`src/rtl/reg32_ser_pkg.sv`:
```
// Shared constants and state encoding for the reg32_serializer transmitter.
// Optional parity stage is enabled with SERIALIZER_PARITY_EN.
package reg32_ser_pkg;

  localparam int DEF_WIDTH = 32;
  localparam int DEF_CNT_W = 6;

  typedef logic [1:0] ser_state_t;

  localparam ser_state_t ST_IDLE  = 2'd0;
  localparam ser_state_t ST_SHIFT = 2'd1;
  localparam ser_state_t ST_FIN   = 2'd2;
  localparam ser_state_t ST_PAR   = 2'd3;

endpackage

```
`src/rtl/reg32_serializer_ser_bit_counter.sv`:
```
// Clearable, enabled up-counter with a terminal-count flag at WIDTH-1.
// Saturates at the terminal count so it can never wrap.
module ser_bit_counter #(
  parameter int WIDTH = 32,
  parameter int CNT_W = 6
) (
  input  logic clk_i,
  input  logic rst_ni,
  input  logic clr_i,
  input  logic en_i,
  output logic tc_o
);

  logic [CNT_W-1:0] count_q, count_d;

  assign tc_o = (count_q == CNT_W'(WIDTH - 1));

  always_comb begin
    count_d = count_q;
    if (clr_i) begin
      count_d = '0;
    end else if (en_i && !tc_o) begin
      count_d = count_q + CNT_W'(1);
    end
  end

  always_ff @(posedge clk_i or negedge rst_ni) begin
    if (!rst_ni) begin
      count_q <= '0;
    end else begin
      count_q <= count_d;
    end
  end

endmodule

```
`src/rtl/reg32_serializer.sv`:
```
// Parallel-to-serial transmitter: loads a word on valid/ready, shifts it out MSB first.
// Define SERIALIZER_PARITY_EN to append an even-parity bit after the data bits.
module reg32_serializer
  import reg32_ser_pkg::*;
#(
  parameter int WIDTH = DEF_WIDTH,
  parameter int CNT_W = DEF_CNT_W
) (
  input  logic             clk_i,
  input  logic             rst_ni,
  input  logic             load_valid_i,
  output logic             load_ready_o,
  input  logic [WIDTH-1:0] data_in_i,
  input  logic             ser_ready_i,
  output logic             ser_valid_o,
  output logic             ser_out_o,
  output logic             busy_o,
  output logic             done_o
);

  ser_state_t       state_q, state_d;
  logic [WIDTH-1:0] shreg_q, shreg_d;
  logic             load_fire;
  logic             shift_fire;
  logic             last_bit;

  assign load_fire  = (state_q == ST_IDLE) && load_valid_i;
  assign shift_fire = (state_q == ST_SHIFT) && ser_ready_i;

  ser_bit_counter #(
    .WIDTH (WIDTH),
    .CNT_W (CNT_W)
  ) u_cnt (
    .clk_i  (clk_i),
    .rst_ni (rst_ni),
    .clr_i  (load_fire),
    .en_i   (shift_fire),
    .tc_o   (last_bit)
  );

`ifdef SERIALIZER_PARITY_EN
  logic par_q;

  always_ff @(posedge clk_i or negedge rst_ni) begin
    if (!rst_ni) begin
      par_q <= 1'b0;
    end else if (load_fire) begin
      par_q <= ^data_in_i;
    end
  end
`endif

  always_comb begin
    state_d = state_q;
    shreg_d = shreg_q;
    case (state_q)
      ST_IDLE: begin
        if (load_valid_i) begin
          shreg_d = data_in_i;
          state_d = ST_SHIFT;
        end
      end
      ST_SHIFT: begin
        if (ser_ready_i) begin
          shreg_d = {shreg_q[WIDTH-2:0], 1'b0};
`ifdef SERIALIZER_PARITY_EN
          if (last_bit) state_d = ST_PAR;
`else
          if (last_bit) state_d = ST_FIN;
`endif
        end
      end
`ifdef SERIALIZER_PARITY_EN
      ST_PAR: begin
        if (ser_ready_i) state_d = ST_FIN;
      end
`endif
      ST_FIN:  state_d = ST_IDLE;
      default: state_d = ST_IDLE;
    endcase
  end

  always_ff @(posedge clk_i or negedge rst_ni) begin
    if (!rst_ni) begin
      state_q <= ST_IDLE;
      shreg_q <= '0;
    end else begin
      state_q <= state_d;
      shreg_q <= shreg_d;
    end
  end

  // All outputs decode from registers only, so there is no input-to-output path.
  assign load_ready_o = (state_q == ST_IDLE);
  assign busy_o       = (state_q != ST_IDLE);
  assign done_o       = (state_q == ST_FIN);

`ifdef SERIALIZER_PARITY_EN
  assign ser_valid_o = (state_q == ST_SHIFT) || (state_q == ST_PAR);
  assign ser_out_o   = (state_q == ST_SHIFT) ? shreg_q[WIDTH-1] :
                       (state_q == ST_PAR)   ? par_q : 1'b0;
`else
  assign ser_valid_o = (state_q == ST_SHIFT);
  assign ser_out_o   = (state_q == ST_SHIFT) ? shreg_q[WIDTH-1] : 1'b0;
`endif

endmodule

```
`config.mk`:
```
export PLATFORM = sky130hd
export DESIGN_NAME = reg32_serializer
export DESIGN_NICKNAME = d
export VERILOG_FILES = /design/src/rtl/reg32_ser_pkg.sv /design/src/rtl/reg32_serializer_ser_bit_counter.sv /design/src/rtl/reg32_serializer.sv
export SDC_FILE = /design/constraint.sdc
export NUM_CORES = 1
export LEC_CHECK = 0
export ABC_AREA = 1
export CELL_PAD_IN_SITES_DETAIL_PLACEMENT = 1
export CELL_PAD_IN_SITES_GLOBAL_PLACEMENT = 1
export CORE_UTILIZATION = 38
export DETAILED_ROUTE_END_ITERATION = 16
export GPL_TIMING_DRIVEN = 0
export PLACE_DENSITY_LB_ADDON = 0.1
export SYNTH_ARGS = -nofsm -noshare
export SYNTH_HDL_FRONTEND = slang
export SYNTH_SLANG_ARGS = --single-unit
```
`constraint.sdc`:
```
create_clock -name clk_i -period 1.7 [get_ports clk_i]
set_input_delay 0.51 -clock clk_i [delete_from_list [all_inputs] [get_ports clk_i]]
set_output_delay 0.51 -clock clk_i [all_outputs]
set_load 0.01 [all_outputs]
```
=== Word-level counts from Yosys, hierarchy flattened ===
Cells that the tools add are included.

* Flip-flop bits (word level): 40
* Output and inout bits: 5
* Bits of input ports: 36
* Word-level logic and storage cells: 30

* Reduce and logical (&&, ||, !) cells: 10
* Equal/unequal tests: 6
* $add $sub $neg: 1
* Muxes and demuxes: 10

{| class="wikitable"
|+ Operators with widths
! operator !! count
|-
| 32-bit two-way mux || 2
|-
| 32-bit one-hot mux with 2 select lines || 1
|-
| 6-bit two-way mux || 2
|-
| 6-bit by 1-bit adder with 6-bit output (second input constant) || 1
|-
| 6-bit by 5-bit == test with 1-bit output (second input constant) || 1
|-
| 2-bit two-way mux || 3
|-
| 3-bit AND reduction || 2
|-
| 2-bit nonzero test || 3
|-
| 2-bit != test (second input constant) || 2
|-
| 2-bit one-hot mux with 2 select lines || 1
|-
| 1-bit logical AND || 3
|-
| 2-bit by 1-bit == test with 1-bit output (second input constant) || 1
|-
| 2-bit == test (second input constant) || 1
|-
| 2-bit logical NOT || 1
|-
| 2-bit by 1-bit != test with 1-bit output (second input constant) || 1
|-
| 1-bit logical NOT || 1
|-
| 1-bit two-way mux || 1
|}

=== Longest topological paths before layout ===
Gate-level depths: netlist of the first run.

* Depth in word-level cells: 5
* Gate-level depth with buffers: 7
* Gate-level depth less buffers: 7

=== Modules after synthesis ===
Synthesis of the first run repeated with hierarchy kept, for this count alone.

* Cells, all modules: 309
* Area total of the unflattened synthesis: 2,238.4 um^2

{| class="wikitable"
|+ By module, submodules not included
! module !! cells each !! area an instance (um^2) !! seq. area each (um^2) !! instances
|-
| reg32_serializer || 260 || 1,868.0 || 850.8 || 1
|-
| ser_bit_counter || 49 || 370.4 || 150.1 || 1
|}

=== Least setup slack after synthesis of the first run ===
No wires, ideal clock.

* Path type: reg-to-output
* Start point: reg state_q[1]
* End point: out ser_out_o
* Required time: 1,190 ps
* Arrival: 1,043 ps
* Stages on the path, launching flop included: 6
* Buffers on the path: 2
* Slack: 147 ps
* Cell sequence: dfrtp_1 nor2_4 buf_6 buf_4 inv_2 nor2_1

* Cells in the longest elaborated chain, start to end: 2

{| class="wikitable"
|+ RTL lines
! what !! line !! source
|-
| from (decl) || reg32_serializer.sv:21 || <nowiki>ser_state_t state_q, state_d;</nowiki>
|-
| from (signal assigned) || reg32_serializer.sv:88 || <nowiki>state_q <= state_d;</nowiki>
|-
| 2-bit by 1-bit == test with 1-bit output || -- ||
|-
| named net ser_valid_o || reg32_serializer.sv:15 || <nowiki>output logic ser_valid_o,</nowiki>
|-
| 1-bit two-way mux || reg32_serializer.sv:104 || <nowiki>assign ser_out_o = (state_q == ST_SHIFT) ? shreg_q[WIDTH-1] : 1'b0;</nowiki>
|-
| to (decl) || reg32_serializer.sv:16 || <nowiki>output logic ser_out_o,</nowiki>
|}

The timed path passes the listed nets, and every way through them passes these cells.

=== Worst setup path after layout of the first run ===
* Start point: reg state_q[1]
* End point: out ser_out_o

* Cells in the longest elaborated chain, start to end: 2

{| class="wikitable"
|+ RTL lines
! what !! line
|-
| 2-bit by 1-bit == test with 1-bit output || reg32_serializer.sv:104
|-
| 1-bit two-way mux || reg32_serializer.sv:104
|}

Every way passes these cells.

==> summary.md, run 1 <==
| Metric | Value |
|---|---|
| WL/cell | `13.66 um` |
| Die Y-Extent | `~76 um` |
| CP most frequent cell | `nor2_4` |
| CORE AREA | `around 5200 um2` |
| Cell variety after synth | `28` |
| DIE AREA | `5793 um2` |
| H-tree levels | `2` |
| Synth warn | `0` |
| Final Hold Violating Endpoints | `0` |
| Clk sinks | `40` |
| Synth top area cells | `dfrtp_1, o211ai_1, nand2_1, inv_1, o21ai_1` |
| Final hold slack | `125.2 ps` |
| CP Data Arrival Time | `~1300 ps` |
| Peak supply drop | `between 0.6 and 0.7 mV` |
| Cts bufs inserted | `5` |
| Largest area contributor in the netlist | `dfrtp_1` |
| Share of layout cells above drive strength 1 | `~17%` |
| Die width | `76.11 um` |
| Failing checks | `setup timing` |
| Setup ws final | `-73.16 ps` |
| CTS Root Cell | `clkbuf_8` |
| IO Pins | `41` |
| Setup crit end kind | `primary output` |
| Congestion Overflow GR | `0` |
| Area Overhead vs Synth | `30.82%` |
| Seq/Total Area, Yosys | `47.96%` |
| Layout Skew | `7.853 ps` |
| Antenna violations before repair | `0` |
| Worst slack, placed | `-456.7 ps` |
| Bufs on Longest Clock Path | `2` |
| First-pass GRT wire length | `8942 um` |
| FILL cells | `626` |
| Gpl congestion | `0.7345` |
| Total number of vias | `between 1500 and 2000` |
| Final net count | `roughly 330` |
| Kind of start point of the critical path | `register` |
| Syn Std Cell Area | `about 2100 um2` |
| Crit-path slowest cell | `dfrtp_1` |
| Post-DRT Antenna Nets | `0` |
| Starting Density | `40.10%` |
| Synth Register Bits | `40` |
| WL final | `slightly below 5000 um` |
| CP required | `roughly 1200 ps` |
| Post-DP HPWL | `3307 um` |
| Critical Path, Cell by Cell | `nor2_4 > buf_12 > inv_6 > nor2_4 > buf_6` |
| Setup CP Type | `reg -> out` |
| FMAX | `564.0 MHz` |
| Tightest Pin Transition | `398.9 ps` |
| DRT iter0 DRCs | `121` |
| Max-Cap Viols | `0` |
| DR DRC count | `0` |
| CTS tree | `done` |
| Vias per inst | `4.908` |
| Post-Synthesis Cells | `235` |
| Leak | `1.334 nW` |
| Period utilisation layout | `104.3%` |
| Period minus WS final | `1773 ps` |
| Syn Area/Cell | `8.881 um2` |
| CP peak stage delay | `430 ps` |
| N_diodes | `0` |
| Count of pins over their slew limit | `0` |
| Clock latency on the worst-skew pair | `between 200 and 300 ps` |
| # rows | `26` |
| Detailed Routing Iterations Pass 1 | `4` |
| Cts-stage hold buffer count | `0` |
| Max FO, Critical Path | `4` |
| Total track usage | `19.53%` |
| Final setup violation count | `2` |
| Clk pin slew, worst setup/hold paths | `80 ps` |
| RSZ-0062 raised after global routing | `yes` |
| Worst hold path type | `in -> async` |
| Largest net degree at the start of global routing | `26` |
| Top-area cell type share of the netlist area | `47.96%` |
| I/O Buffers | `40` |
| Slew HR | `73.40%` |
| Syn Nets | `272` |
| Vias in the first global route | `1871` |
| Outcome | `finished with violations` |
| Pwr Density | `1203 nW/um2` |
## power by group
group	switching [mW]	internal, mW	leakage [nW]
Combinational	0.666	0.540	0.785
Clock	0.344	0.294	0.0424
Sequential	0.136	1.30	0.507
Total	1.15	2.14	1.33
## registers in the layout (all words and copies together) (netlist names)
name           flops
u_cnt.count_q      6
state_q            2
shreg_q           32
## cell families (layout without fill, tap and decap cells)
group                    after synthesis  after routing  synth area share [%]
XOR/XNOR                               2              2                0.8395
flip-flops                            40             40                 47.96
buffers and inverters                 56            110                 13.55
adder cells (fa/ha/maj)                1              1                0.5994
AND/OR/NAND/NOR                       71             71                 16.25
AO/OA/AOI/OAI                         65             65                 20.80
## worst max-delay path: cells and delay by family (launching register included)
kind                   cells  cell delay, ps
buffers and inverters      3             260
DFF                        1             430
and+or+nand+nor            2             270
## routing by layer
layer  part of all wire [%]  global-route usage [%]  vias up
li1                       -                       -      869
met1                     48                   25.62      861
met2                     48                   32.45       28
met3                    3.6                   4.192        4
met4                   0.84                   5.769        0
met5                      0                       0        -
## synth_stat cells
library cell and n:
buf_12 1, buf_2 3, buf_4 5, buf_6 1
buf_8 2, clkbuf_4 1, dfrtp_1 40, ha_1 1
inv_1 41, inv_2 2, nand2_1 51, nand2_2 1
nand2_4 1, nand2_8 1, nand3_1 6, nand4_1 2
nor2_1 3, nor2_2 2, nor2_4 3, nor3_2 1
o211ai_1 26, o211ai_2 5, o21ai_0 10, o21ai_1 22
o21ai_2 1, o21bai_1 1, xnor2_1 1, xor2_1 1
## metrics by stage
step / power (mW) / setup TNS [ps] / instances / instance area, um2 / utilization (%)
6_report: 3.285 / -115.5 / 359 / 2730 / 52.45
5_1_grt: 3.579 / -243.9 / 359 / 2730 / 52.45
3_3_place_gp: 2.580 / -41120 / 345 / 2575 / 49.47
4_1_cts: 3.287 / -65.13 / 358 / 2710 / 52.07
2_1_floorplan: 2.276 / 0 / 235 / 2087 / -
3_5_place_dp: 2.636 / -1292 / 346 / 2590 / 49.76
## layout make-up
cell class	count	area [um2]	share of cell area, %
plain buffers	12	122.6	4.491
clock inverters	1	8.758	0.3208
clock buffers	7	76.32	2.796
well taps	70	87.58	3.208
repair buffers	47	451.7	16.54
inverters	43	166.4	6.095
flip-flops and latches	40	1001	36.66
multi-input cells	139	815.8	29.88
## layout by cell type (no fill, tap or decap), drive strengths merged
cell type / Yosys / final
clkbuf: 1 / 8
nand3: 6 / 6
ha: 1 / 1
o21ai: 33 / 33
o21bai: 1 / 1
o211ai: 31 / 31
xnor2: 1 / 1
nand4: 2 / 2
clkinv: 0 / 1
nand2: 54 / 54
inv: 43 / 43
buf: 12 / 24
dfrtp: 40 / 40
xor2: 1 / 1
clkdlybuf4s50: 0 / 34
nor2: 8 / 8
nor3: 1 / 1
## final timing paths
kind	from	to	slack [ps]	depth (start not counted)
setup / recovery	state_q[1]	ser_out_o	-70	5
hold / removal	rst_ni	shreg_q[18]	130	1
setup reg to reg	state_q[1]	shreg_q[23]	190	7
hold reg to reg	shreg_q[7]	shreg_q[7]	520	2
max in group asynchronous	rst_ni	u_cnt.count_q[5]	1100	2
min in group clk_i	shreg_q[7]	shreg_q[7]	520	2
## timing repair
item / 4_1_cts / 5_1_grt
buffers inserted: 5 / 1
gates resized for setup: 24 / 6
endpoints found under the hold margin: 0 / 0
setup endpoints to repair: 5 / 5
pin swaps: 2 / 3
Note: power is estimated with default switching activity, not from simulation.
==> run 2: changes to the inputs <==
--- a/config.mk
+++ b/config.mk
@@ -10,6 +10,7 @@
 export CELL_PAD_IN_SITES_GLOBAL_PLACEMENT = 1
 export CORE_UTILIZATION = 38
 export DETAILED_ROUTE_END_ITERATION = 16
+export GPL_ROUTABILITY_DRIVEN = 0
 export GPL_TIMING_DRIVEN = 0
 export PLACE_DENSITY_LB_ADDON = 0.1
 export SYNTH_ARGS = -nofsm -noshare
==> results of run 2 <==
Final layout, timing and power as in run 1 (identical DEF).
